<file path="src/rtl/mmu_pkg.sv">
// Shared types and defaults for the systolic matrix-unit sequencer.
// BIT_WIDTH / ACC_WIDTH are kept here so that the datapath and the
// sequencer use the same package. The sequencer itself does not depend on them.
package mmu_pkg;

    localparam int MMU_BIT_WIDTH = 8;
    localparam int MMU_ACC_WIDTH = 16;
    localparam int MMU_SIZE      = 16;
    localparam int MMU_MAX_VEC   = 256;

    typedef enum logic [2:0] {
        IDLE    = 3'd0,
        LOAD_WT = 3'd1,
        SETTLE  = 3'd2,
        COMPUTE = 3'd3,
        DONE    = 3'd4
    } mmu_state_e;

    // Latency from the row-0 activation to the registered column-0 result.
    function automatic int mmu_pipe_lat(input int size);
        return size + 1;
    endfunction

endpackage

</file>
<file path="src/rtl/mmu_skew_gen.sv">
// Per-row activation-valid and per-column result-valid masks.
// Both masks are derived from the COMPUTE cycle counter by comparison.
// Row i is live for c in [i, i+nv).
// Column j is live for c in [PIPE_LAT+j, PIPE_LAT+j+nv).
module mmu_skew_gen #(
    parameter int SIZE     = 16,
    parameter int PIPE_LAT = 17,
    parameter int CW       = 9,
    parameter int VW       = 9
) (
    input  logic [CW-1:0]   c_i,
    input  logic [VW-1:0]   nv_i,
    input  logic            active_i,
    output logic [SIZE-1:0] row_en_o,
    output logic [SIZE-1:0] col_vld_o
);

    // One extra bit so that offset + num_vec can never wrap.
    localparam int EW = CW + 1;

    logic [EW-1:0] c_e;
    logic [EW-1:0] nv_e;

    assign c_e  = EW'(c_i);
    assign nv_e = EW'(nv_i);

    // Window comparators for every row and every column.
    always_comb begin
        row_en_o  = {SIZE{1'b0}};
        col_vld_o = {SIZE{1'b0}};
        for (int i = 0; i < SIZE; i++) begin
            row_en_o[i]  = active_i && (c_e >= EW'(i)) &&
                           (c_e < (EW'(i) + nv_e));
            col_vld_o[i] = active_i && (c_e >= EW'(PIPE_LAT + i)) &&
                           (c_e < (EW'(PIPE_LAT + i) + nv_e));
        end
    end

endmodule

</file>
<file path="src/rtl/mmu_seq_ctrl.sv">
// Sequencer for the weight-stationary systolic matrix unit.
// The sequence is: weight-tile load, one settle cycle, then a skewed
// activation stream with column-valid strobes, and finally a done pulse.
// Every output is registered. Each output is computed from the next state,
// so it is valid in the first cycle of its state.
// Optional feature macro: MMU_CTRL_PERF_EN adds busy-cycle and job counters.
module mmu_seq_ctrl
    import mmu_pkg::*;
#(
    parameter int  SIZE     = MMU_SIZE,
    parameter int  MAX_VEC  = MMU_MAX_VEC,
    parameter int  PIPE_LAT = mmu_pipe_lat(SIZE),
    localparam int VW       = $clog2(MAX_VEC + 1),
    localparam int AW       = $clog2(MAX_VEC),
    localparam int SW       = $clog2(SIZE)
) (
    input  logic            clk,
    input  logic            reset,
    input  logic            start_i,
    input  logic            reuse_wt_i,
    input  logic [VW-1:0]   num_vec_i,
    input  logic            abort_i,
    output logic            busy_o,
    output logic            done_o,
    output logic            mmu_control_o,
    output logic            wt_rd_en_o,
    output logic [SW-1:0]   wt_rd_addr_o,
    output logic            act_rd_en_o,
    output logic [AW-1:0]   act_rd_addr_o,
    output logic [SIZE-1:0] act_row_en_o,
    output logic [SIZE-1:0] out_col_vld_o
`ifdef MMU_CTRL_PERF_EN
    ,
    output logic [31:0]     perf_busy_cyc_o,
    output logic [15:0]     perf_jobs_o
`endif
);

    // The shared counter covers the longest COMPUTE phase.
    localparam int            CW        = $clog2(PIPE_LAT + SIZE + MAX_VEC);
    localparam logic [CW-1:0] CNT_ONE   = CW'(1);
    localparam logic [CW-1:0] LOAD_LAST = CW'(SIZE - 1);
    localparam logic [CW-1:0] EXIT_BASE = CW'(PIPE_LAT + SIZE - 2);
    localparam logic [VW-1:0] NV_MAX    = VW'(MAX_VEC);

    mmu_state_e    state_q, state_d;
    logic [CW-1:0] cnt_q, cnt_d;
    logic [VW-1:0] nv_q, nv_d;
    logic          loaded_q, loaded_d;

    logic            busy_q, done_q, wt_en_q, act_en_q;
    logic [SW-1:0]   wt_addr_q;
    logic [AW-1:0]   act_addr_q;
    logic [SIZE-1:0] row_en_q, col_vld_q;

    logic            busy_d, done_d, wt_en_d, act_en_d, compute_d;
    logic [SW-1:0]   wt_addr_d;
    logic [AW-1:0]   act_addr_d;
    logic [SIZE-1:0] row_en_s, col_vld_s;

    // Next-state, counter, job-parameter and tile-loaded flag logic.
    always_comb begin
        state_d  = state_q;
        cnt_d    = cnt_q;
        nv_d     = nv_q;
        loaded_d = loaded_q;
        case (state_q)
            IDLE: begin
                cnt_d = {CW{1'b0}};
                // Abort wins over a coincident start.
                if (start_i && !abort_i) begin
                    nv_d    = (num_vec_i > NV_MAX) ? NV_MAX : num_vec_i;
                    state_d = (reuse_wt_i && loaded_q) ? SETTLE : LOAD_WT;
                end else begin
                    state_d = IDLE;
                end
            end
            LOAD_WT: begin
                if (abort_i) begin
                    // A partially shifted tile is not reusable.
                    state_d  = IDLE;
                    loaded_d = 1'b0;
                    cnt_d    = {CW{1'b0}};
                end else if (cnt_q == LOAD_LAST) begin
                    state_d  = SETTLE;
                    loaded_d = 1'b1;
                    cnt_d    = {CW{1'b0}};
                end else begin
                    cnt_d = cnt_q + CNT_ONE;
                end
            end
            SETTLE: begin
                cnt_d = {CW{1'b0}};
                if (abort_i) begin
                    state_d = IDLE;
                end else if (nv_q == {VW{1'b0}}) begin
                    state_d = DONE;
                end else begin
                    state_d = COMPUTE;
                end
            end
            COMPUTE: begin
                if (abort_i) begin
                    state_d = IDLE;
                    cnt_d   = {CW{1'b0}};
                end else if (cnt_q == (EXIT_BASE + CW'(nv_q))) begin
                    state_d = DONE;
                    cnt_d   = {CW{1'b0}};
                end else begin
                    cnt_d = cnt_q + CNT_ONE;
                end
            end
            DONE: begin
                state_d = IDLE;
                cnt_d   = {CW{1'b0}};
            end
            default: begin
                state_d = IDLE;
                cnt_d   = {CW{1'b0}};
            end
        endcase
    end

    // Output values for the state being entered; they are registered below.
    always_comb begin
        busy_d    = (state_d != IDLE);
        done_d    = (state_d == DONE);
        wt_en_d   = (state_d == LOAD_WT);
        compute_d = (state_d == COMPUTE);
        // Bottom row is shifted in first.
        if (wt_en_d) begin
            wt_addr_d = SW'(SIZE - 1) - cnt_d[SW-1:0];
        end else begin
            wt_addr_d = {SW{1'b0}};
        end
        act_en_d = compute_d && (cnt_d < CW'(nv_d));
        if (act_en_d) begin
            act_addr_d = cnt_d[AW-1:0];
        end else begin
            act_addr_d = {AW{1'b0}};
        end
    end

    mmu_skew_gen #(
        .SIZE     (SIZE),
        .PIPE_LAT (PIPE_LAT),
        .CW       (CW),
        .VW       (VW)
    ) u_skew (
        .c_i       (cnt_d),
        .nv_i      (nv_d),
        .active_i  (compute_d),
        .row_en_o  (row_en_s),
        .col_vld_o (col_vld_s)
    );

    // FSM state, counters and registered strobes.
    always_ff @(posedge clk or negedge reset) begin
        if (!reset) begin
            state_q    <= IDLE;
            cnt_q      <= {CW{1'b0}};
            nv_q       <= {VW{1'b0}};
            loaded_q   <= 1'b0;
            busy_q     <= 1'b0;
            done_q     <= 1'b0;
            wt_en_q    <= 1'b0;
            wt_addr_q  <= {SW{1'b0}};
            act_en_q   <= 1'b0;
            act_addr_q <= {AW{1'b0}};
            row_en_q   <= {SIZE{1'b0}};
            col_vld_q  <= {SIZE{1'b0}};
        end else begin
            state_q    <= state_d;
            cnt_q      <= cnt_d;
            nv_q       <= nv_d;
            loaded_q   <= loaded_d;
            busy_q     <= busy_d;
            done_q     <= done_d;
            wt_en_q    <= wt_en_d;
            wt_addr_q  <= wt_addr_d;
            act_en_q   <= act_en_d;
            act_addr_q <= act_addr_d;
            row_en_q   <= row_en_s;
            col_vld_q  <= col_vld_s;
        end
    end

    assign busy_o        = busy_q;
    assign done_o        = done_q;
    assign mmu_control_o = wt_en_q;
    assign wt_rd_en_o    = wt_en_q;
    assign wt_rd_addr_o  = wt_addr_q;
    assign act_rd_en_o   = act_en_q;
    assign act_rd_addr_o = act_addr_q;
    assign act_row_en_o  = row_en_q;
    assign out_col_vld_o = col_vld_q;

`ifdef MMU_CTRL_PERF_EN
    logic [31:0] perf_busy_q;
    logic [15:0] perf_jobs_q;

    // Saturating busy-cycle counter and wrapping job counter.
    always_ff @(posedge clk or negedge reset) begin
        if (!reset) begin
            perf_busy_q <= 32'd0;
            perf_jobs_q <= 16'd0;
        end else begin
            if (busy_q && (perf_busy_q != 32'hFFFF_FFFF)) begin
                perf_busy_q <= perf_busy_q + 32'd1;
            end
            if (done_q) begin
                perf_jobs_q <= perf_jobs_q + 16'd1;
            end
        end
    end

    assign perf_busy_cyc_o = perf_busy_q;
    assign perf_jobs_o     = perf_jobs_q;
`endif

endmodule
</file>
<file path="config.mk">
export PLATFORM = sky130hd
export DESIGN_NAME = mmu_seq_ctrl
export DESIGN_NICKNAME = d
export VERILOG_FILES = /design/src/rtl/mmu_pkg.sv /design/src/rtl/mmu_skew_gen.sv /design/src/rtl/mmu_seq_ctrl.sv
export SDC_FILE = /design/constraint.sdc
export NUM_CORES = 1
export LEC_CHECK = 0
export BUFFER_PORTS_ARGS = -buffer_cell sky130_fd_sc_hd__buf_2
export CAP_MARGIN = 10
export CORE_MARGIN = 2
export CORE_UTILIZATION = 35
export DETAILED_ROUTE_END_ITERATION = 8
export PLACE_DENSITY_LB_ADDON = 0.08
export REMOVE_ABC_BUFFERS = 1
export SLEW_MARGIN = 0
export SYNTH_ARGS = -nofsm -noshare
export SYNTH_HDL_FRONTEND = slang
export SYNTH_SLANG_ARGS = --single-unit
</file>
<file path="constraint.sdc">
create_clock -name clk -period 12.25 [get_ports clk]
set_input_delay 0.6125 -clock clk [delete_from_list [all_inputs] [get_ports clk]]
set_output_delay 0.6125 -clock clk [all_outputs]
set_load 0.1 [all_outputs]
</file>
==> results.yml <==
route:
  viasPerCell: 5.64
  drtPass1Iterations: 5
  num_vias: 9495
  wl_um: 38800
  drc_errors: 0
  ant_nets: 0
  wl_per_cell_um: 23.0
  drt_iter0_drc: 661
clocking:
  cts_buffers: 9
  cts_root_buf: "clkbuf_16"
  clock-sinks: 69
  path_clk_slew_ps: 80
  clock_latency_ps: 370
  post_cts_buffers: 0
  cts-hold-fix-buffers: 0
  cts.repair.resized: 0
  cts_tree: "yes"
  cts.htree.levels: 3
  max-clock-path-buffers: 2
grt:
  grt_pass1_wl_um: 58800
  antenna_found_initial: 0
  track_usage_pct: 25.7
  grt_pass1_vias: 9338
  grt-ovfl-total: 0
  grt_max_degree: 70
floorplanning:
  rows: 62
  die_area_um2: 30400
  start_util_pct: 35.5
  die_h_um: 174
  core_region_area_um2: 28600
  die_x_um: 174
  io_pins: 63
synthesis:
  seq_area_frac_synth_pct: 17.0
  synth_edf_count: 0
  syn_avg_cell_area_um2: 8.11
  yosys_warnings: 0
  synth-seq-cells: 69
  synth_area_um2: 10200
  async_flop_share_pct: 100
  ys_types: 71
  synth-main-ff-cell: "dfrtp_1"
  synth_cells: 1252
timing:
  final.min_clock_period_ps: 5350
  hold_violations: 0
  rsz0062_at_grt: "false"
  final.period_utilization_pct: 43.6
  fin_skew_ps: 18.5
  max_freq_mhz: 187
  finalSetupViolCount: 0
  final_max_slew_viol_count: 0
  final.setup.tns_ps: 0
  relSlewSlack_pct: 23.4
  tightest_slew_ps: 1140
place:
  hpwlAfterDp_um: 26400
  port_buffers: 62
  place_congestion: 0.903
final_layout:
  antennaDiodeCount: 0
  fill_cells: 2978
  fin_util_pct: 39.3
  layout_commonest_cell: "ha_1"
  multi_input_area_um2: 8040
  nets: 1517
  ff_latch_area_um2: 1730
  final_cell_mix: "207 x ha_1, 151 x xnor2_1, 125 x nand2_1"
  syn_to_final_growth_pct: 10.9
  drive_gt1_share_pct: 10.8
critical_path:
  start_kind: "flip-flop"
  regToRegSetupSlack_ps: 6900
  worst_path_largest_cell_delay_ps: 860
  cp_cell_sequence: "ha_1 > nand3_1 > or3_1 > nand3_1 > o21ai_2 > nor2_4 > buf_4 > nor2_1 > ha_1 > a21oi_1 > o21bai_1 > a21o_1 > a21o_1 > a21oi_1 > nor2b_1 > o21ai_0 > or4b_1 > nor3_2"
  critPathKind: "reg2reg"
  reg2regPathDepth: 18
  worstPathArrival_ps: 5620
  crit_family: "simple AND/OR/NAND/NOR gates"
  critPathCaptureType: "flip-flop"
  r2r_start: "cnt_q[0]"
  crit_buf_inv: 1
  crit_path_max_fanout: 31
  cpMaxStageDelayCell: "dfrtp_1"
  required_ps: 12520
  reg2reg_to: "act_rd_addr_o[4]"
hold_path:
  hold_path_class: "in2async"
run:
  drv_cap: 0
power_and_ir_drop:
  p_leak_nw: 5.42
  ir_drop_mv: 0.0759
  power.density_nw_per_um2: 184
status:
  outcome: "finished, final reports clean"
==> registers in the layout (all words and copies together), names as in the netlist, 3 cells and up <==
signal         cells
act_rd_addr_o      8
cnt_q              9
nv_q               9
act_row_en_o      16
state_q            3
out_col_vld_o     16
wt_rd_addr_o       4
==> logic make-up (layout without fill, tap and decap cells) <==
family / after synthesis / after routing / share of synthesized area [%]
flip-flops: 69 / 69 / 17.0
XOR/XNOR: 166 / 166 / 14.3
adder cells (fa/ha/maj): 207 / 207 / 25.5
AND/OR/NAND/NOR: 370 / 370 / 17.7
multiplexers: 4 / 4 / 0.394
AO/OA/AOI/OAI: 320 / 320 / 20.5
buffers and inverters: 116 / 165 / 4.61
==> synth_stat cells, types with 6 or more instances <==
cell type  count  area share [%]
nand2b_1      17             1.0
ha_1         207              25
o21ai_0       52             2.6
nand2_1      125             4.6
xor2_1        15             1.3
nand4_1       11            0.68
o221ai_1       6            0.52
nor3_2         8            0.79
o21a_1        13            0.96
o22ai_1        6            0.37
buf_1         13            0.48
o31ai_1        8            0.59
xnor2_1      151              13
clkbuf_1      32             1.2
inv_1         57             2.1
or3_1          6            0.37
nor4_1         6            0.37
dfrtp_1       69              17
a21o_1        37             2.7
a31oi_1       16            0.99
nor2_1        91             3.4
nand3_1       36             1.8
a21oi_1      115             5.7
nor3_1        14            0.69
a211oi_1       9            0.67
nor3b_1        8            0.59
nor2b_1       25             1.5
==> layout make-up <==
class / instances / area share [%]
multi-input combinational: 1067 / 71.4
clock inverter: 6 / 0.422
timing repair buffer: 88 / 4.51
sequential: 69 / 15.3
clock buffer: 10 / 2.03
tap: 384 / 4.27
inverter: 61 / 2.03
==> how the worst max path moves through the flow <==
stage	start	end	slack [ps]	cells after the start
5_1_grt	state_q[1]	out_col_vld_o[10]	6490	17
2_1_floorplan	abort_i	act_row_en_o[6]	5680	13
4_1_cts	cnt_q[0]	act_rd_addr_o[4]	6950	18
3_3_place_gp	abort_i	out_col_vld_o[10]	6710	18
3_5_place_dp	abort_i	out_col_vld_o[10]	6680	18
6_report	cnt_q[0]	act_rd_addr_o[4]	6900	18
==> metal layers <==
layer / routed length, µm / part of all wire [%] / global-route usage (%)
met1: 18300 / 47 / 35.5
met5: 0 / 0 / 0
met2: 17500 / 45 / 41.7
met3: 1740 / 4.5 / 2.08
met4: 1270 / 3.3 / 9.87
==> where the power goes <==
group | internal, W | total (W) | leakage, nW | switching, W
logic | 0.000541 | 0.00151 | 4.35 | 0.000974
registers | 0.000250 | 0.000287 | 0.946 | 0.0000367
clock network | 0.000139 | 0.000265 | 0.122 | 0.000126
==> per-stage QoR <==
step                      total power, W  cells  setup slack, ps  cell area [µm²]  hold WS (ps)
final                            0.00207   1685             6900            11300           414
after global routing             0.00224   1685             6490            11300           502
after CTS                        0.00206   1685             6950            11300           460
after detailed placement         0.00179   1669             6680            11000           550
after global placement           0.00178   1669             6710            11000           545
after floorplan                  0.00137   1197             5680             9920           317
Power figures use the tool's default switching activity.
